## src/rtl/stereo_matrix_interp4.sv

```systemverilog
// Stereo matrix plus 4x linear interpolator.
// Forms L+R and L-R at the 48 kHz input rate and interpolates both to 192 kHz
// as 2*(prev + ph*(curr-prev)/4). One shared datapath serves both channels:
// the sum channel in CALC_S, then the difference channel in CALC_D.
module stereo_matrix_interp4 #(
    parameter int NIN  = 16,
    parameter int NOUT = NIN + 2
) (
    input  logic                   clock,
    input  logic                   reset,
    input  logic                   enableclk48,
    input  logic                   enableclk192,
    input  logic signed [NIN-1:0]  left,
    input  logic signed [NIN-1:0]  right,
    output logic signed [NOUT-1:0] lpr,
    output logic signed [NOUT-1:0] lmr,
    output logic                   ready,
    output logic                   sync_err
);

    typedef enum logic [1:0] {
        IDLE,
        CALC_S,
        CALC_D
    } state_t;

    state_t state;

    logic signed [NIN:0]   s_prev;
    logic signed [NIN:0]   s_curr;
    logic signed [NIN:0]   d_prev;
    logic signed [NIN:0]   d_curr;
    logic [1:0]            ph;

    logic signed [NIN:0]   sum_in;
    logic signed [NIN:0]   diff_in;
    logic signed [NIN:0]   op_prev;
    logic signed [NIN:0]   op_curr;
    logic signed [NIN+1:0] delta;
    logic signed [NIN+3:0] delta_ext;
    logic signed [NIN+3:0] prev_x4;
    logic signed [NIN+3:0] term_1;
    logic signed [NIN+3:0] term_2;
    logic signed [NIN+3:0] acc;
    logic signed [NOUT-1:0] result;
    logic [1:0]            unused_acc_bits;

    // One extra bit on the sum and difference means neither can overflow.
    assign sum_in  = {left[NIN-1], left} + {right[NIN-1], right};
    assign diff_in = {left[NIN-1], left} - {right[NIN-1], right};

    // Steer the shared datapath to the sum pair in CALC_S and the difference pair otherwise.
    always_comb begin
        op_prev = s_prev;
        op_curr = s_curr;
        if (state == CALC_D) begin
            op_prev = d_prev;
            op_curr = d_curr;
        end
    end

    // acc = 4*prev + ph*delta, with ph*delta built from a shift-and-add on the two phase bits.
    assign delta     = {op_curr[NIN], op_curr} - {op_prev[NIN], op_prev};
    assign delta_ext = {{2{delta[NIN+1]}}, delta};
    assign prev_x4   = {op_prev[NIN], op_prev, 2'b00};
    assign term_1    = ph[0] ? delta_ext : '0;
    assign term_2    = ph[1] ? (delta_ext <<< 1) : '0;
    assign acc       = prev_x4 + term_1 + term_2;

    // Halving by dropping the LSB rounds toward minus infinity; the top bit is pure sign extension.
    assign result          = acc[NIN+2:1];
    assign unused_acc_bits = {acc[NIN+3], acc[0]};

    // Strobe handling, sample history, phase tracking and the two-step output update.
    always_ff @(posedge clock or negedge reset) begin
        if (!reset) begin
            state    <= IDLE;
            s_prev   <= '0;
            s_curr   <= '0;
            d_prev   <= '0;
            d_curr   <= '0;
            ph       <= 2'd0;
            lpr      <= '0;
            lmr      <= '0;
            ready    <= 1'b0;
            sync_err <= 1'b0;
        end else begin
            ready <= 1'b0;
            case (state)
                IDLE: begin
                    if (enableclk192 && enableclk48) begin
                        s_prev <= s_curr;
                        s_curr <= sum_in;
                        d_prev <= d_curr;
                        d_curr <= diff_in;
                        ph     <= 2'd0;
                        state  <= CALC_S;
                    end else if (enableclk192 && (ph != 2'd3)) begin
                        ph    <= ph + 2'd1;
                        state <= CALC_S;
                    end else if (enableclk192 || enableclk48) begin
                        sync_err <= 1'b1;
                    end
                end
                CALC_S: begin
                    lpr   <= result;
                    state <= CALC_D;
                    if (enableclk192 || enableclk48) begin
                        sync_err <= 1'b1;
                    end
                end
                CALC_D: begin
                    lmr   <= result;
                    ready <= 1'b1;
                    state <= IDLE;
                    if (enableclk192 || enableclk48) begin
                        sync_err <= 1'b1;
                    end
                end
                default: begin
                    state <= IDLE;
                end
            endcase
        end
    end

endmodule

```

## config.mk

```make
export PLATFORM = sky130hd
export DESIGN_NAME = stereo_matrix_interp4
export DESIGN_NICKNAME = d
export VERILOG_FILES = /design/src/rtl/stereo_matrix_interp4.sv
export SDC_FILE = /design/constraint.sdc
export NUM_CORES = 1
export LEC_CHECK = 0
export ABC_AREA = 1
export CORE_MARGIN = 8
export CORE_UTILIZATION = 60
export CTS_BUF_LIST = sky130_fd_sc_hd__clkbuf_4 sky130_fd_sc_hd__clkbuf_8
export DETAILED_ROUTE_END_ITERATION = 12
export PLACE_DENSITY = 0.86
export SLEW_MARGIN = 25
export SYNTH_ARGS = -nofsm -noshare
export SYNTH_HDL_FRONTEND = slang
export SYNTH_SLANG_ARGS = --single-unit
```

## constraint.sdc

```tcl
create_clock -name clock -period 6.25 [get_ports clock]
set_input_delay 1.25 -clock clock [delete_from_list [all_inputs] [get_ports clock]]
set_output_delay 1.25 -clock clock [all_outputs]
set_load 0.005 [all_outputs]
```

# Word-level counts from Yosys, hierarchy flattened
# Cells that the tools add are included.
[word_totals] reg_bits=110 latch_bits=0 ram_bits=0 romBits=0 in_bits=36 output_inout_bits=38 word_cells=46 mem_count=0
[classes] n_addsub=6 multipliers=0 div=0 n_lt_le_gt_ge=0 eq_ne=6 shifts=0 mux=14 bitwise=0 reduce_logical=10
[ops] cell="$add 19x19->19" count=2
[ops] cell="$mux 19" count=2
[ops] cell="$mux 17" count=2
[ops] cell="$sub 17x17->18" count=1
[ops] cell="$add 16x16->17" count=1
[ops] cell="$sub 16x16->17" count=1
[ops] cell="$mux 2" count=4
[ops] cell="$ne 2x2->1 const B" count=3
[ops] cell="$mux 1" count=4
[ops] cell="$pmux 2 s2" count=1
[ops] cell="$reduce_and 2->1" count=2
[ops] cell="$reduce_bool 2->1" count=2
[ops] cell="$ne 3x3->1 const B" count=1
[ops] cell="$reduce_and 3->1" count=1
[ops] cell="$add 2x1->2 const B" count=1
[ops] cell="$eq 2x1->1 const B" count=1
[ops] cell="$eq 2x2->1 const B" count=1
[ops] cell="$logic_and 1x1->1" count=2
[ops] cell="$logic_not 2->1" count=1
[ops] cell="$pmux 1 s2" count=1
[ops] cell="$reduce_or 2->1" count=1
[ops] cell="$logic_or 1x1->1" count=1

# Logic depth before layout (Yosys ltp)
# Gate-level depths: netlist (run 1).
[depth] ltp_word=6 ltp_mapped=31 ltp_nobuf=30

# Least setup slack after synthesis (run 1)
# No wires, ideal clock.
[synth_path] path_type="reg2reg" startpoint="reg state[1]" endpoint="reg lmr[15]" setup_time_ns=0.117 arrival_ns=4.294 required_ns=6.133 path_slack_ns=1.839 stages_incl_launch_ff=26 n_path_buf=2 period_less_slack_ns=4.411 path_cell_list="dfrtp_1 -> nand2_2 -> buf_2 -> clkbuf_1 -> o21ai_0 -> fa_1 -> nand3_1 -> nand2_1 -> nand2_1 -> nand2_1 -> a21oi_1 -> o21ai_2 -> xor2_1 -> nand2_1 -> fa_1 -> inv_1 -> ha_1 -> inv_1 -> o21bai_1 -> a31oi_1 -> o211ai_1 -> nand2_1 -> nand2_1 -> or2_2 -> nand3_1 -> nand2_1"
[synth_via] elab_chain_cells=6 word_cells_on_any_way=8 cone_classes="add/sub (3); eq/ne (1); mux (4)"
[synth_rtl] item="start, declared" line_no="27" text="state_t state;"
[synth_rtl] item="start signal, assigned" line_no="77" text="state <= IDLE;"
[synth_rtl] item="start signal, assigned" line_no="97" text="state <= CALC_S;"
[synth_rtl] item="start signal, assigned" line_no="100" text="state <= CALC_S;"
[synth_rtl] item="$eq 2x2->1 *" line_no="56, 89"
[synth_rtl] item="$mux 17" line_no="56" text="if (state == CALC_D) begin"
[synth_rtl] item="$sub 17x17->18" line_no="63" text="assign delta = {op_curr[NIN], op_curr} - {op_prev[NIN], op_prev};"
[synth_rtl] item="$mux 19" line_no="66" text="assign term_1 = ph[0] ? delta_ext : '0;"
[synth_rtl] item="$add 19x19->19 (2 in series)" line_no="68" text="assign acc = prev_x4 + term_1 + term_2;"
[synth_rtl] item="end signal, assigned" line_no="113" text="lmr <= result;"
[synth_rtl] item="end, declared" line_no="16" text="output logic signed [NOUT-1:0] lmr,"
# Mark *: on every way between the ends. The rest lies on a longest branch, timed or not.
# A chain may end at the register's enable or synchronous reset.

# Worst setup path after layout (run 1)
[layout_path] startpoint="reg state[1]" endpoint="reg lpr[15]"
[layout_via] elab_chain_cells=6 word_cells_on_any_way=9 cone_classes="add/sub (3); eq/ne (2); mux (4)"
[layout_rtl] item="$eq 2x2->1" line_no="56"
[layout_rtl] item="$mux 17" line_no="56"
[layout_rtl] item="$sub 17x17->18" line_no="63"
[layout_rtl] item="$mux 19" line_no="66"
[layout_rtl] item="$add 19x19->19 (2 in series)" line_no="68"
[layout_rtl] item="end signal, assigned" line_no="106" text="lpr <= result;"
[layout_rtl] item="end, declared" line_no="15" text="output logic signed [NOUT-1:0] lpr,"
# Several ways; a longest one is shown, not always the timed one.

==> results of run 1 <==
-- final cells by class --
type | instances | area share
sequential | 108 | 0.294
clock inverter | 4 | 0.00340
timing repair buffer | 78 | 0.0832
inverter | 164 | 0.0669
multi-input combinational | 787 | 0.511
clock buffer | 12 | 0.0173
tap | 176 | 0.0239
-- cells by family (layout without fill, tap and decap cells) --
kind of cell,after synthesis,in the layout
and+or+nand+nor,456,456
AOI/OAI and AO/OA,201,201
buffers and inverters,196,258
DFF,108,108
adders and majority gates,87,87
xor gates and xnor gates,29,29
muxes,14,14
-- tightest hold or removal path, stage by stage, from the launching register on --
cell and delay, ns:
dfrtp_1 0.35, nand2_1 0.05, o21ai_0 0.06
-- stage by stage --
step                      hold WS [ns]  worst slack, ns  cells  area, um^2   util
after floorplan                  0.442             1.84   1091        8150      -
after global placement           0.455             1.27   1313        9010  0.680
after detailed placement         0.459             1.11   1313        9010  0.680
after CTS                        0.483             1.10   1329        9200  0.695
after global routing             0.512            0.545   1329        9200  0.695
final                            0.486             1.07   1329        9200  0.695
-- sequential cells by signal (all words and copies together) (netlist names) --
register / flops
lpr: 18
d_curr: 16
sync_err: 1
s_prev: 16
ready: 1
lmr: 18
ph: 2
state: 2
s_curr: 17
d_prev: 17
-- synth_stat cells (all sizes together) --
cell,instances,area [um^2]
nand3b,6,45.0
buf,9,47.6
fa,20,400
o21bai,8,63.8
nand4,6,37.5
nor4,2,12.5
xor2,19,166
a31o,3,26.3
o21ai,109,568
nand3,68,355
a2111oi,1,8.76
or2,7,43.8
o31ai,2,15.0
and3,2,12.5
a211oi,3,22.5
dfrtp,108,2700
o21a,1,7.51
clkbuf,23,86.3
inv,164,616
a21boi,3,22.5
a31oi,11,83.8
mux2i,14,140
xnor2,10,87.6
ha,67,838
o221ai,1,8.76
o22ai,5,31.3
nor3,5,25.0
nand2,302,1150
o211ai,2,15.0
a221oi,1,8.76
a21oi,44,228
nor2,58,223
a21o,7,52.6
-- worst max-delay path by stage --
stage / startpoint / endpoint / depth (start not counted)
floorplan: state[1]$_DFFE_PN0P_ / lmr[15]$_DFFE_PN0P_ / 25
global placement: state[1]$_DFFE_PN0P_ / lpr[15]$_DFFE_PN0N_ / 24
detailed placement: state[1]$_DFFE_PN0P_ / lpr[15]$_DFFE_PN0N_ / 24
CTS: state[1]$_DFFE_PN0P_ / lpr[15]$_DFFE_PN0N_ / 24
global route: state[1]$_DFFE_PN0P_ / lpr[11]$_DFFE_PN0N_ / 22
finish: state[1]$_DFFE_PN0P_ / lpr[15]$_DFFE_PN0N_ / 24
-- routing by layer --
layer,share of wire,vias to the layer above,track usage
met2,0.47,183,0.350
met1,0.46,3257,0.260
met5,0,-,0
met4,0.020,0,0.0707
li1,-,3623,-
met3,0.047,31,0.0375
==> metrics, run 1 <==
clock skew=0.00970 ns; Via density=5.34; slowest CP cell=fa_1; main combinational cell family by area after synthesis=simple AND/OR/NAND/NOR gates; layout cells sized above 1=0.0494; # diodes=0; r2r setup slk=1.07 ns; hold worst-path end=d_prev[16]$_DFFE_PN0P_; synth unique cells=47; crit path DAT=5.46 ns; hold path startpoint=d_prev[16]$_DFFE_PN0P_; DRC errors left=0; initial antenna violation count=0; Hold-fix buffers, CTS=0; full die area=17600 um^2; r2r worst-path depth=24; crit start category=flip-flop; Hold WC Path Type=reg -> reg; core area=13200 um^2; GRT Residual Overflow=0; Largest stage delay, worst path=0.52 ns; DRT Pass-1 Iters=5; syn_nets=1214; clock-pin slew on the worst setup and hold paths=0.10 ns; Setup crit end kind=flip-flop; antenna viol nets, final=0; post-synthesis sequential area ratio=0.331; crit path cell chain=nand2_2 > buf_4 > nand2_1 > o21ai_0 > inv_1 > ha_1 > nand2_1 > nand2_1 > a31oi_1 > o21ai_0 > a31oi_1 > xnor2_1 > nand2_1 > fa_1 > inv_1 > ha_1 > a21o_1 > a21boi_0 > o211ai_1 > nand2_1 > nand2_1 > or2_2 > nand3_1 > nand2_1; Die Wd=133 um; RR Endpoint=lpr[15]$_DFFE_PN0N_; Synth Area in Adders=0.152; crit path kind=reg -> reg; most common cell after layout, fill and taps aside=nand2_1; DRT iter0 DRCs=446; setup violators final=0; CP most frequent cell=nand2_1; Die Y=133 um; Routed Wire Length=17.6 mm; post-synthesis cell count=1091; hold depth=2; Root Buffer=clkbuf_8; GPL Wtd Cong=0.946; maxcap violations=0; port bufs=73; Critical Path Fanout Max=32; layout overhead on the synthesized area=12.8%; highest-count cells in the layout ignoring fill and taps=nand2_1, inv_1, dfrtp_1; unrepaired setup endpoints after global routing=false; maximum root-to-sink buffer count=2; clock sinks=108; Compound-Gate Fraction of Synth Area=0.143; Post-Syn Area=8150 um^2; simple-gate portion of the synthesized area=0.234; CTS tree=built; CP required=6.53 ns; Post-CTS Resized=0; Clk Latency, worst-skew pair=0.38 ns; Tmin final=5.18 ns; setup TNS=0 ns; Fill cells=1154; mux share of post-synthesis cell area=0.0172; CTS Buf Count=9; DP HPWL=13.9 mm; Max Clock Freq=0.193 GHz; outcome=completed; fin. max-slew vios=0; period utilisation layout=0.829; first-pass GRT wire length=31.1 mm; Ys Warns=0; slew margin rel.=0.491; reg-to-reg startpoint=state[1]$_DFFE_PN0P_; register area=2700 um^2; WL per Instance=13.2 um; initial core utilization=0.616; post-synthesis register bit count=108; via total after detailed routing=7094; Fin. Hold Viols=0; area of the multi-input gates=4710 um^2; slew of the pin with the lowest slew margin=0.763 ns; num rows=42; Post-CTS Setup Inserts=0; vias in the first global route=6979; fin nets=1271; H-tree levels=3; I/O Pins=74; largest net degree at the start of global routing=70; GRT Overall Usage=0.207; Post-Syn Area per Cell=7.47 um^2; XOR/XNOR share of the synthesized area=0.0312; delay-heaviest family, CP=compound AO/OA/AOI/OAI gates; CP bufs+invs=3
Power of run 1 is not shown: default switching activity piles up to over one toggle a cycle in this logic, so the estimate is an artifact.
==> inputs of run 2 (changes only) <==
Settings changed: CORE_UTILIZATION 60 to 55, PLACE_DENSITY 0.86 to 0.83.
Clock period 6.25 ns to 4.4 ns, I/O delays scaled along.
==> run 2 against run 1 <==
Hold slack gained 0.0026 ns. Critical path type unchanged. Via count is 12% higher. Clock skew is 0.0097 ns higher. Critical endpoint is now lpr[17]$_DFFE_PN0N_. Sequential share of layout area fell by 3.1 points. Critical path depth grew 2. Worst setup slack lost 1.2 ns. Final cell count increased by 4.1%. The run now ends with setup timing left. Design area up 12%. Flip-flop and latch count did not move. Clock-buffer cell count fell by 2. Maximum frequency up 13%.
==> metrics, run 2 (same netlist as run 1, synthesis figures left out) <==
fin. max-slew vios=0 (unchanged); initial core utilization=0.561 (-0.0547); CTS tree=built; Largest regs=lmr: 18 flops, lpr: 18 flops; initial antenna violation count=0 (unchanged); GPL Wtd Cong=0.919 (-2.9%); Root Buffer=clkbuf_8; reg-to-reg startpoint=state[1]$_DFFE_PN0P_; layout overhead on the synthesized area=26.3%; Tmin final=4.57 ns (-0.613 ns); Fin. Hold Viols=0 (unchanged); Final Cell Area=10300 um^2 (+12%); maximum root-to-sink buffer count=2 (unchanged); Fill cells=1065 (-7.7%); failing checks=setup timing; clock skew=0.0194 ns (+0.00970 ns); crit path DAT=4.91 ns (-0.55 ns); vias in the first global route=7091 (+1.6%); placed inst area=9210 um^2 (+2.2%); r2r worst-path depth=26 (+8.3%); Die Y=138 um (+3.9%); CP required=4.74 ns (-1.79 ns); via total after detailed routing=7932 (+12%); Clk Latency, worst-skew pair=0.40 ns (+0.02 ns); unrepaired setup endpoints after global routing=true; maxcap violations=0 (unchanged); Max Clock Freq=0.219 GHz (+13%); Die Wd=138 um (+3.9%); CTS Buf Count=9 (unchanged); fin nets=1317 (+3.6%); WL per Instance=16.1 um (+22%); core area=14500 um^2 (+9.8%); Routed Wire Length=22.3 mm (+27%); Hold WC Path Type=reg -> reg; largest net degree at the start of global routing=54 (-23%); period utilisation layout=1.04 (+0.209); fin worst setup slack=-0.171 ns (-1.24 ns); slew margin rel.=0.498 (+0.00743); highest-count cells in the layout ignoring fill and taps=nand2_1, inv_1, dfrtp_1; crit start category=flip-flop; DRC errors left=0 (unchanged); most common cell after layout, fill and taps aside=nand2_1; num rows=44 (+4.8%); DRT iter0 DRCs=557 (+25%); hold worst-path end=lmr[13]$_DFFE_PN0P_; slew of the pin with the lowest slew margin=0.752 ns (-0.0111 ns); antenna viol nets, final=0 (unchanged); outcome=finished, violations left; Critical Path Fanout Max=8 (-75%); CP Launch Point=state[1]$_DFFE_PN0P_; hold depth=2 (unchanged); r2r setup slk=-0.17 ns (-1.24 ns); hold path startpoint=lmr[13]$_DFFE_PN0P_; Via density=5.74 (+7.4%); setup violators final=10 (+10); first-pass GRT wire length=31.4 mm (+0.98%); Setup crit end kind=flip-flop; GRT Residual Overflow=0 (unchanged); H-tree levels=3 (unchanged); # diodes=0 (unchanged); DP HPWL=13.9 mm (+0.25%); port bufs=73 (unchanged); DRT Pass-1 Iters=5 (unchanged); layout cells sized above 1=0.163 (+0.113); I/O Pins=74 (unchanged); RR Endpoint=lpr[17]$_DFFE_PN0N_; full die area=19000 um^2 (+8.0%); crit path kind=reg -> reg; clock-pin slew on the worst setup and hold paths=0.12 ns (+0.02 ns); GRT Overall Usage=0.200 (-0.00662); clock sinks=108 (unchanged)
-- run 2: changes by cell type in the layout (fill, tap and decap cells not counted), sizes merged --
cell      delta
clkinv       +1
clkbuf       -1
nand2        +1
inv          +3
clkinvlp     -2
buf         +44
-- run 2: routing by layer --
layer / wire length (um) / GRT usage / up-vias
met2: 10500 / 0.335 / 380
met4: 1080 / 0.0788 / 0
met3: 1280 / 0.0252 / 104
met1: 9380 / 0.258 / 3724
li1: - / - / 3724
met5: 0 / 0 / -
-- run 2: worst max path at each step --
stage                     endpoint
5_1_grt        lpr[17]$_DFFE_PN0N_
4_1_cts        lpr[17]$_DFFE_PN0N_
2_1_floorplan  lmr[15]$_DFFE_PN0P_
3_3_place_gp   lpr[17]$_DFFE_PN0N_
3_5_place_dp   lpr[17]$_DFFE_PN0N_
6_report       lpr[17]$_DFFE_PN0N_
-- run 2: worst max-delay path, stage by stage (launching register included) --
cell	delay, ns
dfrtp_2	0.49
nand2_8	0.16
buf_12	0.15
mux2i_4	0.26
ha_4	0.25
a21oi_1	0.20
nand2_1	0.16
nand2_1	0.11
nand2_2	0.09
a21oi_4	0.24
o21ai_4	0.11
nand2_1	0.12
nand2_1	0.06
nand2_1	0.07
nand3_1	0.10
fa_1	0.56
inv_1	0.05
ha_2	0.20
a21oi_4	0.16
nor2_1	0.07
a211oi_1	0.29
o21ai_1	0.13
a21oi_2	0.17
inv_1	0.07
nand2_2	0.08
nand3_1	0.07
nand2_1	0.10
-- run 2: repair_timing --
action | 4_1_cts | 5_1_grt
setup buffers | 3 | 16
pin swaps | 9 | 43
cloned | 1 | 2
resized for setup | 22 | 116
hold buffers | 0 | 0
setup endpoints to repair | 10 | 24
-- run 2: layout make-up --
cell class | count | area [um^2] | share of cell area
clock buffers | 10 | 131 | 0.0128
inverters | 164 | 623 | 0.0605
clock inverters | 6 | 53.8 | 0.00522
repair buffers | 123 | 1180 | 0.115
multi-input cells | 788 | 5370 | 0.522
flip-flops and latches | 108 | 2700 | 0.263
well taps | 184 | 230 | 0.0224
-- run 2: stage by stage --
stage	hold WS (ns)	utilization	worst slack (ns)	instances	TNS, ns
2_1_floorplan	0.442	-	0.0231	1091	0
3_3_place_gp	0.454	0.634	0.0397	1345	0
5_1_grt	0.518	0.709	-0.335	1383	-3.63
3_5_place_dp	0.459	0.634	-0.222	1345	-1.05
6_report	0.489	0.709	-0.171	1383	-1.17
4_1_cts	0.485	0.658	0.0241	1365	0
Power of run 2 is left out for the same reason.
==> inputs of run 3 (changes only) <==
Settings changed: CELL_PAD_IN_SITES_DETAIL_PLACEMENT set to 1, CELL_PAD_IN_SITES_GLOBAL_PLACEMENT set to 1, CORE_UTILIZATION 55 to 40, PLACE_DENSITY 0.83 to 0.82.
==> run 3 against run 2 <==
The run still ends with setup timing left. Maximum frequency increased by 0.13%. Critical path depth unchanged. Worst setup slack better by 0.0059 ns. Clock skew rose by 0.0024 ns. Wire length grew 15%. Critical path type unchanged.
==> metrics, run 3 (same netlist as run 1, synthesis figures left out) <==
outcome=finished, violations left; failing checks=setup timing; r2r worst-path depth=26 (unchanged); DRT iter0 DRCs=315 (-43%); GRT Residual Overflow=0 (unchanged); layout cells sized above 1=0.179 (+0.0159); Die Y=159 um (+15%); DP HPWL=16.6 mm (+20%); clock-pin slew on the worst setup and hold paths=0.12 ns (about the same); initial antenna violation count=0 (unchanged); port bufs=73 (unchanged); Routed Wire Length=25.7 mm (+15%); most common cell after layout, fill and taps aside=nand2_1; setup TNS=-0.587 ns (+0.587 ns); maxcap violations=0 (unchanged); Via density=5.16 (-10%); worst slack at placement=-0.398 ns (-0.177 ns); hold path startpoint=lpr[4]$_DFFE_PN0N_; crit start category=flip-flop; via total after detailed routing=7634 (-3.8%); period utilisation layout=1.04 (-0.00135); Hold WC Path Type=reg -> reg; Tmin final=4.57 ns (-0.00592 ns); CP required=4.76 ns (+0.02 ns); Clk Latency, worst-skew pair=0.41 ns (about the same); crit path DAT=4.92 ns (about the same); highest-count cells in the layout ignoring fill and taps=nand2_1, inv_1, dfrtp_1; slew of the pin with the lowest slew margin=0.814 ns (+0.0622 ns); GRT Overall Usage=0.177 (-0.0236); clock sinks=108 (unchanged); final core utilization=0.521 (-0.188); crit path kind=reg -> reg; Root Buffer=clkbuf_8; fin nets=1328 (+0.84%); Setup crit end kind=flip-flop; CTS tree=built; hold depth=2 (unchanged); # diodes=0 (unchanged); WL per Instance=17.3 um (+7.7%); Die Wd=159 um (+15%); CP Launch Point=state[0]$_DFFE_PN0P_; maximum root-to-sink buffer count=2 (unchanged); GPL Wtd Cong=0.828 (-9.9%); vias in the first global route=7963 (+12%); H-tree levels=3 (unchanged); slew margin rel.=0.457 (-0.0415); DRC errors left=0 (unchanged); full die area=25200 um^2 (+33%); num rows=52 (+18%); I/O Pins=74 (unchanged); reg-to-reg startpoint=state[0]$_DFFE_PN0P_; hold worst-path end=lpr[4]$_DFFE_PN0N_; initial core utilization=0.406 (-0.155); setup violators final=6 (-4); fin worst setup slack=-0.165 ns (+0.00592 ns); DRT Pass-1 Iters=4 (-1); Hold-fix buffers, CTS=0 (unchanged); Fin. Hold Viols=0 (unchanged); Largest regs=lmr: 18 flops, lpr: 18 flops; RR Endpoint=lpr[17]$_DFFE_PN0N_; Max Clock Freq=0.219 GHz (+0.13%); largest net degree at the start of global routing=54 (unchanged); first-pass GRT wire length=38.0 mm (+21%); fin. max-slew vios=0 (unchanged); r2r setup slk=-0.17 ns (about the same); unrepaired setup endpoints after global routing=true; antenna viol nets, final=0 (unchanged); CTS Buf Count=9 (unchanged); Critical Path Fanout Max=15 (+7); clock skew=0.0218 ns (+0.00236 ns); core area=20100 um^2 (+38%); layout overhead on the synthesized area=28.4%
==> run 3: layer usage <==
layer / vias up / part of all wire / GRT usage
li1: 3736 / - / -
met1: 3715 / 0.44 / 0.218
met2: 139 / 0.51 / 0.312
met3: 44 / 0.026 / 0.0217
met4: 0 / 0.024 / 0.0593
met5: - / 0 / 0
==> run 3: worst max-delay path by stage <==
stage / to / slack (ns) / cells past startpoint
3_5_place_dp: lpr[17]$_DFFE_PN0N_ / -0.40 / 26
5_1_grt: lpr[17]$_DFFE_PN0N_ / -0.33 / 26
3_3_place_gp: lpr[17]$_DFFE_PN0N_ / -0.25 / 26
6_report: lpr[17]$_DFFE_PN0N_ / -0.17 / 26
4_1_cts: lpr[17]$_DFFE_PN0N_ / 0.0006 / 23
2_1_floorplan: lmr[15]$_DFFE_PN0P_ / 0.02 / 27
==> run 3: through the flow <==
step	cell area (um^2)	hold WS, ns	instances
after floorplan	8150	0.442	1091
after global placement	9340	0.457	1434
after detailed placement	9340	0.460	1434
after CTS	9790	0.492	1460
after global routing	10500	0.514	1480
final	10500	0.490	1480
==> run 3: what timing repair did <==
action	4_1_cts	5_1_grt
endpoints found under the setup margin	12	22
gates cloned	1	1
pin swaps	18	43
resized for setup	36	116
endpoints found under the hold margin	0	0
buffers inserted	9	19
==> run 3: final cells by class <==
| class | count | area, um^2 |
|---|---|---|
| fillers | 2435 | 9640 |
| multi-input cells | 787 | 5340 |
| flip-flops and latches | 108 | 2700 |
| repair buffers | 135 | 1260 |
| inverters | 164 | 621 |
| well taps | 270 | 338 |
| clock buffers | 12 | 165 |
| clock inverters | 4 | 35.0 |
==> run 3: critical path, cell delays in order, from the launching register on <==
cell	delay [ns]
dfrtp_1	0.41
inv_2	0.11
nand2_8	0.10
buf_12	0.17
buf_8	0.16
o21ai_0	0.28
ha_2	0.40
nand2_1	0.15
inv_1	0.06
nand2_1	0.08
a21oi_1	0.09
nor2_1	0.19
nand2_1	0.08
nand2_1	0.11
nand3_1	0.10
fa_1	0.55
inv_1	0.08
ha_4	0.27
nand2_2	0.08
nor2_2	0.05
a211oi_2	0.29
o21ai_1	0.14
a21oi_2	0.22
inv_1	0.09
nand2_2	0.09
nand3_2	0.06
nand2_1	0.08
Power of run 3 is left out for the same reason.
